--- src/rtl/arith_pkg.sv ---
// Shared arithmetic definitions: sequencer states and the sizing helpers
// used by the serial arithmetic blocks.
package arith_pkg;

    typedef enum logic [1:0] {
        ST_IDLE = 2'd0,
        ST_RUN  = 2'd1,
        ST_DONE = 2'd2
    } state_e;

    localparam int DEFAULT_WIDTH = 8;

    // Bit-position counter width for a WIDTH-bit serial operation.
    // Clamped to 1 so a degenerate width still yields a legal vector.
    function automatic int counter_width(input int width);
        return (width <= 2) ? 1 : $clog2(width);
    endfunction

    localparam int DEFAULT_CNT_W = counter_width(DEFAULT_WIDTH);

endpackage

--- src/rtl/serial_subtractor_8bit_if.sv ---
// Start/done handshake and operand/result bus of the serial subtractor.
interface serial_subtractor_8bit_if #(
    parameter int WIDTH = 8
);
    logic             start;
    logic [WIDTH-1:0] in1;
    logic [WIDTH-1:0] in2;
    logic             b_in;
    logic             busy;
    logic             done;
    logic [WIDTH-1:0] diff;
    logic             b_out;
    logic             ovf;

    modport master (
        output start, in1, in2, b_in,
        input  busy, done, diff, b_out, ovf
    );

    modport slave (
        input  start, in1, in2, b_in,
        output busy, done, diff, b_out, ovf
    );
endinterface

--- src/rtl/serial_subtractor_8bit_fa.sv ---
// Single-bit full adder used as the serial arithmetic slice.
module FullAdder (
    input  logic a,
    input  logic b,
    input  logic c_in,
    output logic sum,
    output logic c_out
);
    assign sum   = a ^ b ^ c_in;
    assign c_out = (a & b) | (a & c_in) | (b & c_in);
endmodule

--- src/rtl/serial_subtractor_8bit.sv ---
// Bit-serial two's-complement subtractor: diff = in1 - in2 - b_in, computed
// LSB first as in1 + ~in2 + ~b_in through one full-adder slice over WIDTH
// cycles. Reports unsigned borrow-out and signed overflow. WIDTH must be >= 2.
//
//   state   | meaning
//   --------+-----------------------------------------------------------
//   ST_IDLE | waiting for start; last result held on the outputs
//   ST_RUN  | one bit per clock through the slice, busy high
//   ST_DONE | result registered this cycle, done high for one cycle
module serial_subtractor_8bit
    import arith_pkg::*;
#(
    parameter int WIDTH = DEFAULT_WIDTH
) (
    input  logic                    clk,
    input  logic                    rst_n,
    serial_subtractor_8bit_if.slave bus
);

    localparam int CW = counter_width(WIDTH);
    // The result shift register only needs WIDTH-1 bits: the MSB comes
    // straight from the slice on the final edge.
    localparam int RW = WIDTH - 1;
    localparam logic [CW-1:0] CNT_LAST   = CW'(WIDTH - 1);
    localparam logic [CW-1:0] CNT_MSB_M1 = CW'(WIDTH - 2);

    state_e           state_q,   state_d;
    logic [WIDTH-1:0] opa_q,     opa_d;
    logic [WIDTH-1:0] opb_q,     opb_d;
    logic             carry_q,   carry_d;
    logic [CW-1:0]    count_q,   count_d;
    logic [RW-1:0]    res_q,     res_d;
    logic             msb_cin_q, msb_cin_d;
    logic [WIDTH-1:0] diff_q,    diff_d;
    logic             b_out_q,   b_out_d;
    logic             ovf_q,     ovf_d;
    logic             busy_q,    busy_d;
    logic             done_q,    done_d;

    logic fa_sum;
    logic fa_cout;

    FullAdder u_slice (
        .a     (opa_q[0]),
        .b     (opb_q[0]),
        .c_in  (carry_q),
        .sum   (fa_sum),
        .c_out (fa_cout)
    );

    // Next-state, datapath shift and result capture.
    always_comb begin
        state_d   = state_q;
        opa_d     = opa_q;
        opb_d     = opb_q;
        carry_d   = carry_q;
        count_d   = count_q;
        res_d     = res_q;
        msb_cin_d = msb_cin_q;
        diff_d    = diff_q;
        b_out_d   = b_out_q;
        ovf_d     = ovf_q;
        busy_d    = 1'b0;
        done_d    = 1'b0;

        case (state_q)
            ST_IDLE, ST_DONE: begin
                if (bus.start) begin
                    state_d = ST_RUN;
                    opa_d   = bus.in1;
                    opb_d   = ~bus.in2;
                    carry_d = ~bus.b_in;
                    count_d = '0;
                    busy_d  = 1'b1;
                end else begin
                    state_d = ST_IDLE;
                end
            end

            ST_RUN: begin
                opa_d   = opa_q >> 1;
                opb_d   = opb_q >> 1;
                carry_d = fa_cout;
                count_d = count_q + CW'(1);
                res_d   = RW'({fa_sum, res_q} >> 1);
                // Carry out of bit WIDTH-2 is the carry into the MSB.
                if (count_q == CNT_MSB_M1) begin
                    msb_cin_d = fa_cout;
                end
                if (count_q == CNT_LAST) begin
                    state_d = ST_DONE;
                    diff_d  = {fa_sum, res_q};
                    b_out_d = ~fa_cout;
                    ovf_d   = msb_cin_q ^ fa_cout;
                    done_d  = 1'b1;
                end else begin
                    busy_d  = 1'b1;
                end
            end

            default: begin
                state_d = ST_IDLE;
            end
        endcase
    end

    // State and datapath registers; reset abandons any operation in flight.
    always_ff @(posedge clk or negedge rst_n) begin
        if (!rst_n) begin
            state_q   <= ST_IDLE;
            opa_q     <= '0;
            opb_q     <= '0;
            carry_q   <= 1'b0;
            count_q   <= '0;
            res_q     <= '0;
            msb_cin_q <= 1'b0;
            diff_q    <= '0;
            b_out_q   <= 1'b0;
            ovf_q     <= 1'b0;
            busy_q    <= 1'b0;
            done_q    <= 1'b0;
        end else begin
            state_q   <= state_d;
            opa_q     <= opa_d;
            opb_q     <= opb_d;
            carry_q   <= carry_d;
            count_q   <= count_d;
            res_q     <= res_d;
            msb_cin_q <= msb_cin_d;
            diff_q    <= diff_d;
            b_out_q   <= b_out_d;
            ovf_q     <= ovf_d;
            busy_q    <= busy_d;
            done_q    <= done_d;
        end
    end

    assign bus.busy  = busy_q;
    assign bus.done  = done_q;
    assign bus.diff  = diff_q;
    assign bus.b_out = b_out_q;
    assign bus.ovf   = ovf_q;

endmodule

--- src/flat_wrapper.sv ---
// flat-port wrapper written by rule: the top's interface ports become plain ports
module serial_subtractor_8bit_flat import arith_pkg::*;
#(
    parameter int WIDTH = DEFAULT_WIDTH
)
  (clk, rst_n, bus_start, bus_in1, bus_in2, bus_b_in, bus_busy, bus_done, bus_diff, bus_b_out, bus_ovf);
  serial_subtractor_8bit_if #(.WIDTH(WIDTH)) bus_i ();
  input  logic clk;
  input  logic rst_n;
  input wire logic [$bits(bus_i.start)-1:0] bus_start;
  input wire logic [$bits(bus_i.in1)-1:0] bus_in1;
  input wire logic [$bits(bus_i.in2)-1:0] bus_in2;
  input wire logic [$bits(bus_i.b_in)-1:0] bus_b_in;
  output wire logic [$bits(bus_i.busy)-1:0] bus_busy;
  output wire logic [$bits(bus_i.done)-1:0] bus_done;
  output wire logic [$bits(bus_i.diff)-1:0] bus_diff;
  output wire logic [$bits(bus_i.b_out)-1:0] bus_b_out;
  output wire logic [$bits(bus_i.ovf)-1:0] bus_ovf;
  assign bus_i.start = bus_start;
  assign bus_i.in1 = bus_in1;
  assign bus_i.in2 = bus_in2;
  assign bus_i.b_in = bus_b_in;
  assign bus_busy = bus_i.busy;
  assign bus_done = bus_i.done;
  assign bus_diff = bus_i.diff;
  assign bus_b_out = bus_i.b_out;
  assign bus_ovf = bus_i.ovf;
  serial_subtractor_8bit #(.WIDTH(WIDTH)) u_core (.clk(clk), .rst_n(rst_n), .bus(bus_i));
endmodule
--- config.mk ---
export PLATFORM = sky130hd
export DESIGN_NAME = serial_subtractor_8bit_flat
export DESIGN_NICKNAME = d
export VERILOG_FILES = /design/src/rtl/arith_pkg.sv /design/src/rtl/serial_subtractor_8bit_if.sv /design/src/rtl/serial_subtractor_8bit_fa.sv /design/src/rtl/serial_subtractor_8bit.sv /design/src/flat_wrapper.sv
export SDC_FILE = /design/constraint.sdc
export NUM_CORES = 1
export LEC_CHECK = 0
export CAP_MARGIN = 20
export CORE_UTILIZATION = 59
export CTS_BUF_LIST = sky130_fd_sc_hd__clkbuf_2 sky130_fd_sc_hd__clkbuf_4 sky130_fd_sc_hd__clkbuf_8
export DETAILED_ROUTE_END_ITERATION = 16
export GPL_TIMING_DRIVEN = 0
export PLACE_DENSITY = 0.86
export SLEW_MARGIN = 20
export SYNTH_ARGS = -nofsm -noshare
export SYNTH_HDL_FRONTEND = slang
export SYNTH_SLANG_ARGS = --single-unit
--- constraint.sdc ---
create_clock -name clk -period 2.5 [get_ports clk]
set_input_delay 0.5 -clock clk [delete_from_list [all_inputs] [get_ports clk]]
set_output_delay 0.5 -clock clk [all_outputs]
set_load 0.005 [all_outputs]
==> metrics.yaml, run 1 <==
yosys:
  syn-num-nets: 188
  synth.lib_cells_used.distinct: 24
  synth_mux_area_share_pct: 18.2
  post_synth_edffs: 0
  synth_compound_area_share_pct: 12.7
  ys_top_cells_by_count: "sky130_fd_sc_hd__dfrtp_1 (42), sky130_fd_sc_hd__mux2i_1 (16), sky130_fd_sc_hd__a211oi_1 (15), sky130_fd_sc_hd__a21oi_1 (15), sky130_fd_sc_hd__nor2b_1 (15)"
  yosys.cell_count.top_type: "sky130_fd_sc_hd__dfrtp_1"
  yosysTopAreaCellShare_pct: 52.2
  synthFlopType: "sky130_fd_sc_hd__dfrtp_1"
  syn-mean-instance-area_sq_um: 12.3
  synthesis.instances: 164
  syn_area_sq_um: 2010
  ys_ff_latch: 42
  synthesized_area_fraction_occupied_by_and_or_nand_nor_cells_pct: 8.15
  post_synth_main_area_contributors: "sky130_fd_sc_hd__dfrtp_1 (52%), sky130_fd_sc_hd__mux2i_1 (8.0%), sky130_fd_sc_hd__mux2_2 (7.3%), sky130_fd_sc_hd__a211oi_1 (5.6%), sky130_fd_sc_hd__nor2b_1 (4.7%)"
  yosys.area.top_type: "sky130_fd_sc_hd__dfrtp_1"
  synth-seq-area-share_pct: 52.2
  post_synth_xor_area_fraction_pct: 0.871
  synth_top_family_by_area: "multiplexers"
  ys.warnings.count: 0
  share_of_synthesized_cell_area_in_full_adder_half_adder_and_majority_cells_pct: 2.86
  synth-async-reset-ratio_pct: 100
critical_path:
  timing.critical_path.from_type: "flop"
  critPathTopFamily: "buffers and inverters"
  max_stage_delay_on_crit_path_ns: 0.51
  path_cells: "clkdlybuf4s50_1"
  end_kind: "output port"
  timing.critical_path.slowest_stage_cell: "sky130_fd_sc_hd__clkdlybuf4s50_1"
  cp_data_arrival_time_ns: 1.27
  crit_path_max_fanout: 2
  timing.critical_path.required_ns: 2.00
  reg2reg_setup_slack_ns: 0.88
  cp_num_buf_inv: 1
  path_class: "reg2out"
detailed_routing:
  dr_wl_met3_microns: 222
  maxUsedRoutingLayer: "met4"
  routed-wl-met2_microns: 2090
  wirelength_met1_microns: 1650
  drc: 0
  detailed_route_wire_length_per_cell_microns: 16.4
  detailedRoute.firstPassIterationCount: 4
  via_count_of_the_routed_design: 1442
  drt-vias-per-instance: 5.81
  first_iter_violations: 42
  ant_nets: 0
  detail_route.wirelength_microns: 4060
layout:
  finish.net_count: 227
  regArea_sq_um: 1050
  areaGrowthSynthToFinish_pct: 24.8
  instances_no_fill: 248
  multi_input_comb_area_sq_um: 862
  final_area_sq_um: 2510
  n_antenna_cell: 0
  layout-drive-gt1-share_pct: 19.6
  fillerInstances: 212
floorplanning:
  start_util_pct: 63.8
  die_x_microns: 60.4
  placementRows: 20
  placeableCoreArea_sq_um: 3150
  die_y_microns: 60.4
  num_io_pins: 32
  floorplan.die_area_sq_um: 3650
power_and_ir_drop:
  vdd_ir_drop_max_mv: 0.646
  power_frac_comb_pct: 39.7
  seq_power_share_pct: 41.5
  p_int_uw: 2030
  sw_frac_of_total_pct: 32.3
  p_sw_uw: 966
  clockPowerShare_pct: 18.7
  p_leak_uw: 0.00106
  power_density_nw_per_um2: 1190
clock_tree:
  tritoncts.num_buffers: 5
  ctsRootBufferMaster: "sky130_fd_sc_hd__clkbuf_4"
  tritoncts: "yes"
  worstSkewPairLatency_ns: 0.36
  clock-sinks: 42
  cts.repair_timing.setup_buffer_count: 0
  cts_max_level: 2
  cts_repair_resize_count: 0
  cts.reportedPaths.clkPinSlew_ns: 0.12
  cts.path.max_buffers: 2
  ctsHoldBuffers: 0
timing:
  finalCritPeriodShare_pct: 70.6
  slew_viol_final: 0
  timing.clock.skew_ns: 0.00615
  timing.final.crit_period_ns: 1.77
  timing.final.hold_violations: 0
  worstMarginPinSlew_ns: 0.487
  setup_repair_after_global_routing_missed_its_margin: "no"
  finalSetupViolCount: 0
  timing.fmax_ghz: 0.566
  setup_tns_ns: 0
  worst_slew_margin_relative_to_its_limit_pct: 67.5
global_route:
  grt_overflow: 0
  overall_fraction_of_global_route_tracks_in_use_pct: 25.2
  largest_net_degree_at_the_start_of_global_routing: 25
  antenna_found_initial: 0
  grt_first_pass_wirelength_microns: 6560
  first_global_vias: 1436
placement:
  place.port_buffers: 31
  routabilityCongestion: 0.711
  dp.cells: 240
  dpl_cell_area_sq_um: 2400
  place.detailed.hpwl_microns: 2770
min_path:
  worstHoldPathType: "in2async"
outcome:
  run_status: "complete, no violations"
run:
  timing.max_cap.violations: 0
## stage by stage
| stage | setup slack [ns] | util (%) | hold slack (ns) | power, uW |
|---|---|---|---|---|
| final | 0.734 | 79.6 | 0.0825 | 3000 |
| after floorplan | 1.02 | - | 0.204 | 1980 |
| after global placement | -0.0697 | 75.4 | 0.468 | 2330 |
| after global routing | 0.673 | 79.6 | 0.0938 | 3180 |
| after CTS | 0.712 | 79.6 | 0.0817 | 3010 |
| after detailed placement | 0.540 | 76.1 | 0.474 | 2430 |
## path summary, 6_finish.rpt
kind                                    from                  to  cells after the start
setup / recovery            u_core.bus.b_out           bus_b_out                      1
hold / removal                         rst_n  u_core.bus.diff[0]                      1
setup reg to reg           u_core.count_q[0]  u_core.bus.diff[3]                      5
hold reg to reg               u_core.bus.ovf      u_core.bus.ovf                      2
max in group asynchronous              rst_n     u_core.opb_q[3]                      2
min in group clk              u_core.bus.ovf      u_core.bus.ovf                      2
## kinds of logic (layout without fill, tap and decap cells)
group           Yosys count  count (layout)
compound gates           41              41
xor+xnor                  2               2
fa+ha+maj                 4               4
buf+inv                  16              56
flops                    42              42
mux                      33              33
simple gates             26              26
## state kept, by name, summed over array words and instances, names as in the netlist
signal,cells
u_core.msb_cin_q,1
u_core.bus.b_out,1
u_core.bus.ovf,1
u_core.carry_q,1
u_core.opb_q,8
u_core.count_q,3
u_core.bus.done,1
u_core.opa_q,8
u_core.bus.diff,8
u_core.state_q,2
u_core.res_q,7
u_core.bus.busy,1
## area by class of cell
cell class                 count  area share (%)
clock buffer                   6            2.04
multi-input combinational    106            34.3
sequential                    42            41.9
timing repair buffer          32            13.3
tap                           44            2.19
inverter                       4           0.598
clock inverter                 2            2.39
buffer                        12            3.34
## power groups by stage
stage	Clock (uW)	Sequential, uW	Combinational [uW]
3_5_place_dp	0	1250	1180
4_1_cts	568	1240	1200
2_1_floorplan	0	1190	787
3_3_place_gp	0	1210	1110
6_report	561	1240	1190
5_1_grt	598	1280	1300
## cell usage in the layout, fill, tap and decap left out, types with 3 or more instances in the layout
master / netlist / final
sky130_fd_sc_hd__mux2_2: 13 / 13
sky130_fd_sc_hd__nor2b_1: 15 / 15
sky130_fd_sc_hd__mux2i_1: 16 / 16
sky130_fd_sc_hd__buf_2: 4 / 5
sky130_fd_sc_hd__dfrtp_1: 42 / 42
sky130_fd_sc_hd__mux2_4: 4 / 4
sky130_fd_sc_hd__clkdlybuf4s50_1: 0 / 30
sky130_fd_sc_hd__nand2_1: 5 / 5
sky130_fd_sc_hd__inv_1: 3 / 3
sky130_fd_sc_hd__a22o_1: 3 / 3
sky130_fd_sc_hd__a211oi_1: 15 / 15
sky130_fd_sc_hd__clkbuf_4: 0 / 5
sky130_fd_sc_hd__buf_4: 3 / 3
sky130_fd_sc_hd__a21oi_1: 15 / 15
sky130_fd_sc_hd__o21ai_0: 6 / 6
sky130_fd_sc_hd__buf_6: 3 / 3
sky130_fd_sc_hd__ha_1: 3 / 3
## per-layer routing
layer / track usage [%] / vias up
met1: 29.4 / 720
met5: 0 / -
met2: 42.4 / 46
met3: 7.25 / 11
met4: 12.6 / 0
li1: - / 665
Note: power is estimated with default switching activity, not from simulation.
==> run 2: changes to the inputs <==
--- a/config.mk
+++ b/config.mk
@@ -6,11 +6,11 @@
 export NUM_CORES = 1
 export LEC_CHECK = 0
 export CAP_MARGIN = 20
-export CORE_UTILIZATION = 59
+export CORE_UTILIZATION = 50
 export CTS_BUF_LIST = sky130_fd_sc_hd__clkbuf_2 sky130_fd_sc_hd__clkbuf_4 sky130_fd_sc_hd__clkbuf_8
 export DETAILED_ROUTE_END_ITERATION = 16
 export GPL_TIMING_DRIVEN = 0
-export PLACE_DENSITY = 0.86
+export PLACE_DENSITY = 0.77
 export SLEW_MARGIN = 20
 export SYNTH_ARGS = -nofsm -noshare
 export SYNTH_HDL_FRONTEND = slang
==> constraint.sdc (replaced) <==
create_clock -name clk -period 1.6 [get_ports clk]
set_input_delay 0.32 -clock clk [delete_from_list [all_inputs] [get_ports clk]]
set_output_delay 0.32 -clock clk [all_outputs]
set_load 0.005 [all_outputs]
==> run 2 against run 1 <==
Compared with the run above: worst setup slack got worse by 0.67 ns; largest power group unchanged; non-clock buffer count up 2; clock skew shrank 0.0033 ns; worst hold slack improved by 0.40 ns; highest routed layer unchanged; clock power increased by 29%; combinational power increased by 58%.
==> metrics.yaml, run 2 (same netlist as run 1, synthesis figures left out) <==
layout:
  final_common_cell: "sky130_fd_sc_hd__dfrtp_1"  # unchanged
  final_area_sq_um: 2520  # was 2510 sq um
  instances_no_fill: 254  # was 248
  finish.net_count: 229  # was 227
  layout-drive-gt1-share_pct: 20.4  # was 19.6%
  layout_common_cells: "sky130_fd_sc_hd__dfrtp_1 (42), sky130_fd_sc_hd__clkdlybuf4s50_1 (30), sky130_fd_sc_hd__mux2i_1 (16)"  # unchanged
  fillerInstances: 260  # was 212
  n_antenna_cell: 0  # unchanged
  areaGrowthSynthToFinish_pct: 25.2  # was 24.8%
timing:
  finalCritPeriodShare_pct: 95.9
  timing.final.crit_period_ns: 1.54
  setup_tns_ns: 0  # unchanged
  setup_repair_after_global_routing_missed_its_margin: "no"  # unchanged
  worst_slew_margin_relative_to_its_limit_pct: 66.4  # was 67.5%
  finalSetupViolCount: 0  # unchanged
  timing.fmax_ghz: 0.651
  timing.final.hold_violations: 0  # unchanged
  timing.clock.skew_ns: 0.00286  # was 0.00615 ns
  slew_viol_final: 0  # unchanged
  worstMarginPinSlew_ns: 0.504  # was 0.487 ns
power_and_ir_drop:
  vdd_ir_drop_max_mv: 0.834  # was 0.646 mV
  p_int_uw: 3030  # was 2030 uW
  clockPowerShare_pct: 15.9  # was 18.7%
  seq_power_share_pct: 42.6  # was 41.5%
  p_leak_uw: 0.00106  # about the same
  power_density_nw_per_um2: 1800  # was 1190 nW/um^2
  power_frac_comb_pct: 41.5  # was 39.7%
  sw_frac_of_total_pct: 33.1  # was 32.3%
  p_sw_uw: 1500  # was 966 uW
critical_path:
  r2r-start: "u_core.count_q[1]"  # was u_core.count_q[0]
  end_kind: "flop"  # was output port
  timing.critical_path.from_type: "flop"  # unchanged
  crit_path_max_fanout: 10  # was 2
  timing.critical_path.required_ns: 1.78  # was 2.00 ns
  worst_setup_path_startpoint: "u_core.count_q[1]"  # was u_core.bus.b_out
  path_class: "reg2reg"  # was reg2out
  cp_data_arrival_time_ns: 1.72  # was 1.27 ns
clock_tree:
  ctsRootBufferMaster: "sky130_fd_sc_hd__clkbuf_8"  # was sky130_fd_sc_hd__clkbuf_4
  tritoncts: "yes"  # unchanged
  cts.reportedPaths.clkPinSlew_ns: 0.08  # was 0.12 ns
  clock-sinks: 42  # unchanged
  worstSkewPairLatency_ns: 0.29  # was 0.36 ns
  cts_max_level: 2  # unchanged
  tritoncts.num_buffers: 5  # unchanged
  cts.path.max_buffers: 2  # unchanged
detailed_routing:
  maxUsedRoutingLayer: "met4"  # unchanged
  drc: 0  # unchanged
  detailedRoute.firstPassIterationCount: 4  # unchanged
  detail_route.wirelength_microns: 3980  # was 4060 microns
  ant_nets: 0  # unchanged
  dr_wl_met3_microns: 98  # was 222 microns
  drt-vias-per-instance: 5.37  # was 5.81
  detailed_route_wire_length_per_cell_microns: 15.7  # was 16.4 microns
  wirelength_met1_microns: 1860  # was 1650 microns
  first_iter_violations: 43  # was 42
  routed-wl-met2_microns: 1960  # was 2090 microns
  via_count_of_the_routed_design: 1365  # was 1442
placement:
  routabilityCongestion: 0.745  # was 0.711
  place.detailed.hpwl_microns: 2830  # was 2770 microns
  dpl_cell_area_sq_um: 2400  # about the same
  place.port_buffers: 31  # unchanged
  dp.cells: 244  # was 240
global_route:
  largest_net_degree_at_the_start_of_global_routing: 26  # was 25
  overall_fraction_of_global_route_tracks_in_use_pct: 21.6  # was 25.2%
  grt_overflow: 0  # unchanged
  grt_first_pass_wirelength_microns: 6720  # was 6560 microns
  antenna_found_initial: 0  # unchanged
  first_global_vias: 1404  # was 1436
floorplanning:
  placementRows: 22  # was 20
  start_util_pct: 53.4  # was 63.8%
  die_y_microns: 65.4  # was 60.4 microns
  die_x_microns: 65.4  # was 60.4 microns
  num_io_pins: 32  # unchanged
  placeableCoreArea_sq_um: 3770  # was 3150 sq um
  floorplan.die_area_sq_um: 4280  # was 3650 sq um
min_path:
  hold_start: "u_core.bus.b_out"
  worstHoldPathType: "reg2reg"  # was in2async
outcome:
  run_status: "complete, no violations"  # unchanged
run:
  timing.max_cap.violations: 0  # unchanged
[run 2: stage by stage]
stage	hold slack, ns	utilization [%]	setup slack (ns)	power (uW)
floorplan	0.0244	-	0.118	3100
global placement	0.460	63.2	-0.771	3650
detailed placement	0.293	63.8	-0.167	3800
CTS	0.496	66.8	0.0112	4560
global route	0.531	66.8	0.0129	4840
finish	0.484	66.8	0.0648	4530
[run 2: what timing repair did]
action / in CTS / in global routing
resized for setup: 0 / 1
hold endpoints to repair: 17 / 0
setup endpoints to repair: 4 / 4
gates cloned: 0 / 0
buffers inserted: 1 / 0
hold buffers: 1 / 0
[run 2: final timing paths]
kind / to / depth (start not counted) / slack [ns]
min: u_core.bus.b_out / 2 / 0.48
min reg2reg: u_core.bus.b_out / 2 / 0.48
max reg2reg: u_core.bus.diff[4] / 5 / 0.06
max: u_core.bus.diff[4] / 5 / 0.06
min in group asynchronous: u_core.res_q[1] / 2 / 0.51
max in group asynchronous: u_core.bus.diff[7] / 3 / 0.62
[run 2: power groups by stage]
stage / logic, uW / registers [uW] / clock network [uW]
6_report: 1880 / 1930 / 721
5_1_grt: 2060 / 2000 / 775
4_1_cts: 1890 / 1930 / 745
3_5_place_dp: 1850 / 1950 / 0
3_3_place_gp: 1750 / 1900 / 0
2_1_floorplan: 1230 / 1870 / 0
[run 2: final cells by class]
cell class	count	area (sq um)	area share, %
buffer	12	83.8	3.33
clock buffer	7	90.1	3.57
clock inverter	1	5.00	0.199
inverter	4	15.0	0.596
multi-input combinational	106	865	34.3
sequential	42	1050	41.7
tap	48	60.1	2.38
timing repair buffer	34	350	13.9
[run 2: metal layers]
layer / up-vias / track usage [%]
li1: 666 / -
met4: 0 / 8.70
met2: 23 / 34.5
met5: - / 0
met3: 6 / 5.38
met1: 670 / 27.9
[run 2: critical path: stages (launching register included)]
cell,delay [ns]
sky130_fd_sc_hd__dfrtp_1,0.42
sky130_fd_sc_hd__ha_1,0.20
sky130_fd_sc_hd__ha_2,0.20
sky130_fd_sc_hd__nand3b_4,0.12
sky130_fd_sc_hd__buf_6,0.16
sky130_fd_sc_hd__mux2_4,0.30
==> run 3: changes to the inputs <==
--- a/config.mk
+++ b/config.mk
@@ -10,7 +10,7 @@
 export CTS_BUF_LIST = sky130_fd_sc_hd__clkbuf_2 sky130_fd_sc_hd__clkbuf_4 sky130_fd_sc_hd__clkbuf_8
 export DETAILED_ROUTE_END_ITERATION = 16
 export GPL_TIMING_DRIVEN = 0
-export PLACE_DENSITY = 0.77
+export PLACE_DENSITY = 0.78
 export SLEW_MARGIN = 20
 export SYNTH_ARGS = -nofsm -noshare
 export SYNTH_HDL_FRONTEND = slang
==> run 3 against run 2 <==
Compared with the run above: first-iteration DRC count increased by 37%; sequential cell count stayed put; via count rose by 0.22%; combinational power hardly changed; clock power decreased by 9.4%; worst setup slack improved by 0.038 ns; power fell by 1.6%; critical path depth down 4; cell count stayed put; cell area is 0.35% lower; sequential power about the same; critical path type is now reg2out; largest cell class unchanged.
==> metrics.yaml, run 3 (same netlist as run 1, synthesis figures left out) <==
global_route:
  grt_overflow: 0  # unchanged
  antenna_found_initial: 0  # unchanged
  grt_most_used_layer: "met2"  # unchanged
  met1_usage_pct: 25.3  # was 27.9%
  first_global_vias: 1382  # was 1404
  overall_fraction_of_global_route_tracks_in_use_pct: 20.7  # was 21.6%
  grt_use_met3_pct: 6.77  # was 5.38%
  grt_first_pass_wirelength_microns: 6420  # was 6720 microns
  met2_usage_in_global_routing_pct: 33.1  # was 34.5%
  largest_net_degree_at_the_start_of_global_routing: 25  # was 26
placement:
  dp_worst_setup_slack_ns: -0.152  # was -0.167 ns
  routabilityCongestion: 0.756  # was 0.745
  place.detailed.hpwl_microns: 2790  # was 2830 microns
  place.port_buffers: 31  # unchanged
  dpl_cell_area_sq_um: 2400  # unchanged
timing:
  timing.final.crit_period_ns: 1.50  # was 1.54 ns
  setup_repair_after_global_routing_missed_its_margin: "no"  # unchanged
  timing.clock.skew_ns: 0.00369  # was 0.00286 ns
  hold-worst-slack_ns: 0.497  # was 0.484 ns
  finalCritPeriodShare_pct: 93.6  # was 95.9%
  worstMarginPinSlew_ns: 0.489  # was 0.504 ns
  finalSetupViolCount: 0  # unchanged
  worst_slew_margin_relative_to_its_limit_pct: 67.4  # was 66.4%
  timing.final.hold_violations: 0  # unchanged
  slew_viol_final: 0  # unchanged
  timing.fmax_ghz: 0.668  # was 0.651 GHz
  timing.final.ws_setup_ns: 0.102  # was 0.0648 ns
layout:
  layout-drive-gt1-share_pct: 20.4  # unchanged
  multi_input_comb_area_sq_um: 865  # unchanged
  areaGrowthSynthToFinish_pct: 24.8  # was 25.2%
  layout_common_cells: "sky130_fd_sc_hd__dfrtp_1 (42), sky130_fd_sc_hd__clkdlybuf4s50_1 (30), sky130_fd_sc_hd__mux2i_1 (16)"  # unchanged
  n_antenna_cell: 0  # unchanged
  final_common_cell: "sky130_fd_sc_hd__dfrtp_1"  # unchanged
  regArea_sq_um: 1050  # unchanged
  fillerInstances: 273  # was 260
  finish.net_count: 230  # was 229
  final_area_sq_um: 2510  # was 2520 sq um
floorplanning:
  placementRows: 22  # unchanged
  start_util_pct: 53.4  # unchanged
  die_y_microns: 65.4  # unchanged
  die_x_microns: 65.4  # unchanged
  placeableCoreArea_sq_um: 3770  # unchanged
  floorplan.die_area_sq_um: 4280  # unchanged
  num_io_pins: 32  # unchanged
clock_tree:
  tritoncts: "yes"  # unchanged
  cts.path.max_buffers: 2  # unchanged
  tritoncts.num_buffers: 5  # unchanged
  clock-sinks: 42  # unchanged
  cts_max_level: 2  # unchanged
  ctsRootBufferMaster: "sky130_fd_sc_hd__clkbuf_8"  # unchanged
  cts.reportedPaths.clkPinSlew_ns: 0.08  # about the same
  worstSkewPairLatency_ns: 0.30  # was 0.29 ns
power_and_ir_drop:
  post-layout-total-power_uw: 4460  # was 4530 uW
  vdd_ir_drop_max_mv: 1.06  # was 0.834 mV
  power_density_nw_per_um2: 1780  # was 1800 nW/um^2
  p_leak_uw: 0.00106  # about the same
critical_path:
  critPathTopFamily: "buffers and inverters"  # was flip-flops
  timing.critical_path.slowest_stage_cell: "sky130_fd_sc_hd__clkdlybuf4s50_1"  # was sky130_fd_sc_hd__dfrtp_1
  max_stage_delay_on_crit_path_ns: 0.50  # was 0.42 ns
  timing.critical_path.required_ns: 1.28  # was 1.78 ns
  timing.critical_path.from_type: "flop"  # unchanged
  path_cells: "clkdlybuf4s50_1"  # was ha_1, ha_2, nand3b_4, buf_6, mux2_4
  crit_path_max_fanout: 2  # was 10
  cp_num_buf_inv: 1  # unchanged
  cp_data_arrival_time_ns: 1.18  # was 1.72 ns
  path_class: "reg2out"  # was reg2reg
  end_kind: "output port"  # was flop
detailed_routing:
  drc: 0  # unchanged
  ant_nets: 0  # unchanged
  detailedRoute.firstPassIterationCount: 4  # unchanged
  first_iter_violations: 59  # was 43
  detail_route.wirelength_microns: 3870  # was 3980 microns
  via_count_of_the_routed_design: 1368  # was 1365
  drt-vias-per-instance: 5.39  # was 5.37
  detailed_route_wire_length_per_cell_microns: 15.2  # was 15.7 microns
min_path:
  worstHoldPathType: "in2async"  # was reg2reg
run:
  timing.max_cap.violations: 0  # unchanged
outcome:
  run_status: "complete, no violations"  # unchanged
[run 3: changes by cell type in the layout (fill, tap and decap cells not counted), sizes merged]
cell	change
buf	+1
clkinv	+1
clkbuf	-2
[run 3: per-stage QoR]
step,TNS (ns),std cells,utilization (%)
2_1_floorplan,0,164,-
5_1_grt,0,254,66.6
6_report,0,254,66.6
3_3_place_gp,-33.16,243,63.2
4_1_cts,0,253,66.3
3_5_place_dp,-1.06,244,63.8
[run 3: routing by layer]
metal | share of wire [%] | routed length [microns]
met2 | 50 | 1940
met1 | 44 | 1720
met3 | 3.6 | 140
met4 | 1.7 | 64
met5 | 0 | 0
[run 3: final timing paths]
check	start	endpoint	slack [ns]	cells past startpoint
hold / removal	rst_n	u_core.res_q[0]	0.50	2
max in group asynchronous	rst_n	u_core.count_q[1]	0.63	3
setup / recovery	u_core.bus.diff[3]	bus_diff[3]	0.10	1
setup reg to reg	u_core.count_q[1]	u_core.bus.diff[4]	0.10	5
hold reg to reg	u_core.bus.b_out	u_core.bus.b_out	0.50	2
min in group clk	u_core.bus.b_out	u_core.bus.b_out	0.50	2
[run 3: repair_timing]
action | in CTS | in global routing
setup endpoints to repair | 4 | 4
pin swaps | 0 | 0
gates cloned | 0 | 0
resized for setup | 0 | 1
hold buffers | 1 | 0
buffers inserted | 1 | 1
endpoints found under the hold margin | 18 | 0
[run 3: final cells by class]
type / instances / share of cell area (%)
Sequential cell: 42 / 41.9
Multi-Input combinational cell: 106 / 34.4
Timing Repair Buffer: 35 / 14.3
Buffer: 12 / 3.34
Clock buffer: 5 / 2.74
Tap cell: 48 / 2.39
Inverter: 4 / 0.598
Clock inverter: 2 / 0.399
[run 3: report_power, final]
group / internal (uW) / leakage (uW) / switching (uW)
combinational: 1100 / 0.000516 / 786
sequential: 1570 / 0.000502 / 343
clock: 293 / 0.0000438 / 360
==> variant, RTL diff (config.mk and constraints of run 2) <==
Set the package constant `DEFAULT_WIDTH` to 6 (it was 8).
--- a/src/rtl/arith_pkg.sv
+++ b/src/rtl/arith_pkg.sv
@@ -8,7 +8,7 @@
         ST_DONE = 2'd2
     } state_e;
 
-    localparam int DEFAULT_WIDTH = 8;
+    localparam int DEFAULT_WIDTH = 6;
 
     // Bit-position counter width for a WIDTH-bit serial operation.
     // Clamped to 1 so a degenerate width still yields a legal vector.
Ports: changed (resized bus_diff, bus_in1 and bus_in2); port bits go from 32 to 26. The function was not compared with the original's and may differ.
==> variant against run 2 <==
Final area shrank 28%; area after synthesis decreased by 30%; final cell count shrank 26%; total power down 21%; die area shrank 29%; critical path depth is 4 lower; critical path type is now reg2out; routed wire length down 30%; worst hold slack got worse by 0.033 ns; global-route usage up 0.065 points; setup slack hardly changed; sequential cell count down 8; critical endpoint is now bus_diff[4]; first-iteration DRC count decreased by 49%; sequential share of layout area grew 5.3 points.
==> variant: results (changes against run 2) <==
- LEAKAGE: 0.851 nW (-20%)
- Critical path's slowest cell: clkdlybuf4s50_1
- Detailed placement HPWL: 1.96 mm (-31%)
- Root Driver: clkbuf_4
- Max VDD drop: 1.25 mV (+50%)
- Max stage delay on crit path: 0.50 ns (+0.08 ns)
- R2r setup slk: 0.12 ns (+0.06 ns)
- GR Util All Layers: 21.6% (+0.065 points)
- Slew @ Worst Pin: 0.428 ns (-0.0756 ns)
- Via Count: 1024 (-25%)
- Pin count of the biggest net entering global routing: 35 (+35%)
- Status: complete, no violations
- Clock Pin Slew Worst Setup and Hold Paths: 0.11 ns (+0.03 ns)
- WL final: 2.79 mm (-30%)
- Port-buffer cells: 25 (-19%)
- WHS: 0.450 ns (-0.0332 ns)
- Layout Skew: 0.0146 ns (+0.0118 ns)
- First-pass GRT wire length: 4.41 mm (-34%)
- Sequential fraction of the synthesis area: 60.2% (+7.9 points)
- CP max FO: 2 (-8)
- Top Family by Delay on Critical Path: buffers and inverters
- FF-to-FF End: u_core.bus.diff[0]
- Clock Latency Late Sink: 0.34 ns (+0.05 ns)
- Post-CTS Setup Inserts: 0 (-1)
- Hold Crit Class: in2async
- Synth cell count leaders: dfrtp_1, nand2_1, nor2_1, o21ai_0, o221a_2
- Fillcell total: 200 (-23%)
- GP Congestion: 0.780 (+4.8%)
- Mapped Nets: 142 (-24%)
- Share of post-route cells with drive strength above 1: 17.2% (-3.2 points)
- Dpl ws: -0.0825 ns (+0.0848 ns)
- Final net count: 176 (-23%)
- DRT iter0 DRCs: 22 (-49%)
==> variant: metrics by stage <==
stage          area (sq um)  cells  total power (W)
6_report               1810    187          0.00359
5_1_grt                1810    187          0.00383
2_1_floorplan          1410    122          0.00240
4_1_cts                1810    187          0.00361
3_5_place_dp           1720    178          0.00296
3_3_place_gp           1700    177          0.00286
==> variant: worst register-to-register path: cells and delay by family, from the launching register on <==
kind,cells,cell delay [ns]
flip-flops,1,0.40
buffers and inverters,2,0.33
multiplexers,1,0.30
adder cells (fa/ha/maj),1,0.17
AND/OR/NAND/NOR,1,0.17
==> variant: timing repair <==
item | in CTS | in global routing
hold buffers | 1 | 0
setup endpoints to repair | 0 | 0
hold endpoints to repair | 34 | 0
==> variant: kinds of logic (layout without fill, tap and decap cells) <==
| family | after synthesis | after routing | share of synthesized area (%) |
|---|---|---|---|
| buffers and inverters | 10 | 45 | 3.27 |
| adders and majority gates | 4 | 4 | 4.07 |
| and+or+nand+nor | 46 | 46 | 14.2 |
| xor gates and xnor gates | 1 | 1 | 0.620 |
| muxes | 8 | 8 | 7.35 |
| DFF | 34 | 34 | 60.2 |
| AOI/OAI and AO/OA | 19 | 19 | 10.4 |
==> variant: report_power, final <==
| part | internal [W] | total, W | switching [W] |
|---|---|---|---|
| Sequential | 0.00126 | 0.00151 | 0.000256 |
| Combinational | 0.000757 | 0.00142 | 0.000668 |
| Clock | 0.000365 | 0.000652 | 0.000286 |
| Total | 0.00238 | 0.00359 | 0.00121 |
==> variant: how the worst max path moves through the flow <==
| stage | slack [ns] | end | cells past startpoint | from |
|---|---|---|---|---|
| finish | 0.07 | bus_diff[4] | 1 | u_core.bus.diff[4] |
| floorplan | 0.26 | u_core.bus.diff[0] | 4 | u_core.count_q[0] |
| global placement | -0.44 | u_core.opb_q[5] | 1 | rst_n |
| global route | 0.0003 | bus_diff[1] | 1 | u_core.bus.diff[1] |
| CTS | 0.06 | bus_diff[2] | 1 | u_core.bus.diff[2] |
| detailed placement | -0.08 | u_core.carry_q | 5 | bus_start |
==> variant: layer usage <==
metal / wire [um] / vias up / track usage [%]
li1: - / 489 / -
met4: 29 / 0 / 8.75
met3: 184 / 4 / 6.01
met1: 1140 / 492 / 24.8
met5: 0 / - / 0
met2: 1430 / 39 / 37.8
==> variant: cell type report <==
class,instances,area share [%]
Multi-Input combinational cell,78,28.6
Timing Repair Buffer,27,15.2
Clock buffer,7,2.90
Clock inverter,1,1.66
Inverter,4,0.830
Sequential cell,34,47.0
Tap cell,30,2.07
Buffer,6,1.73
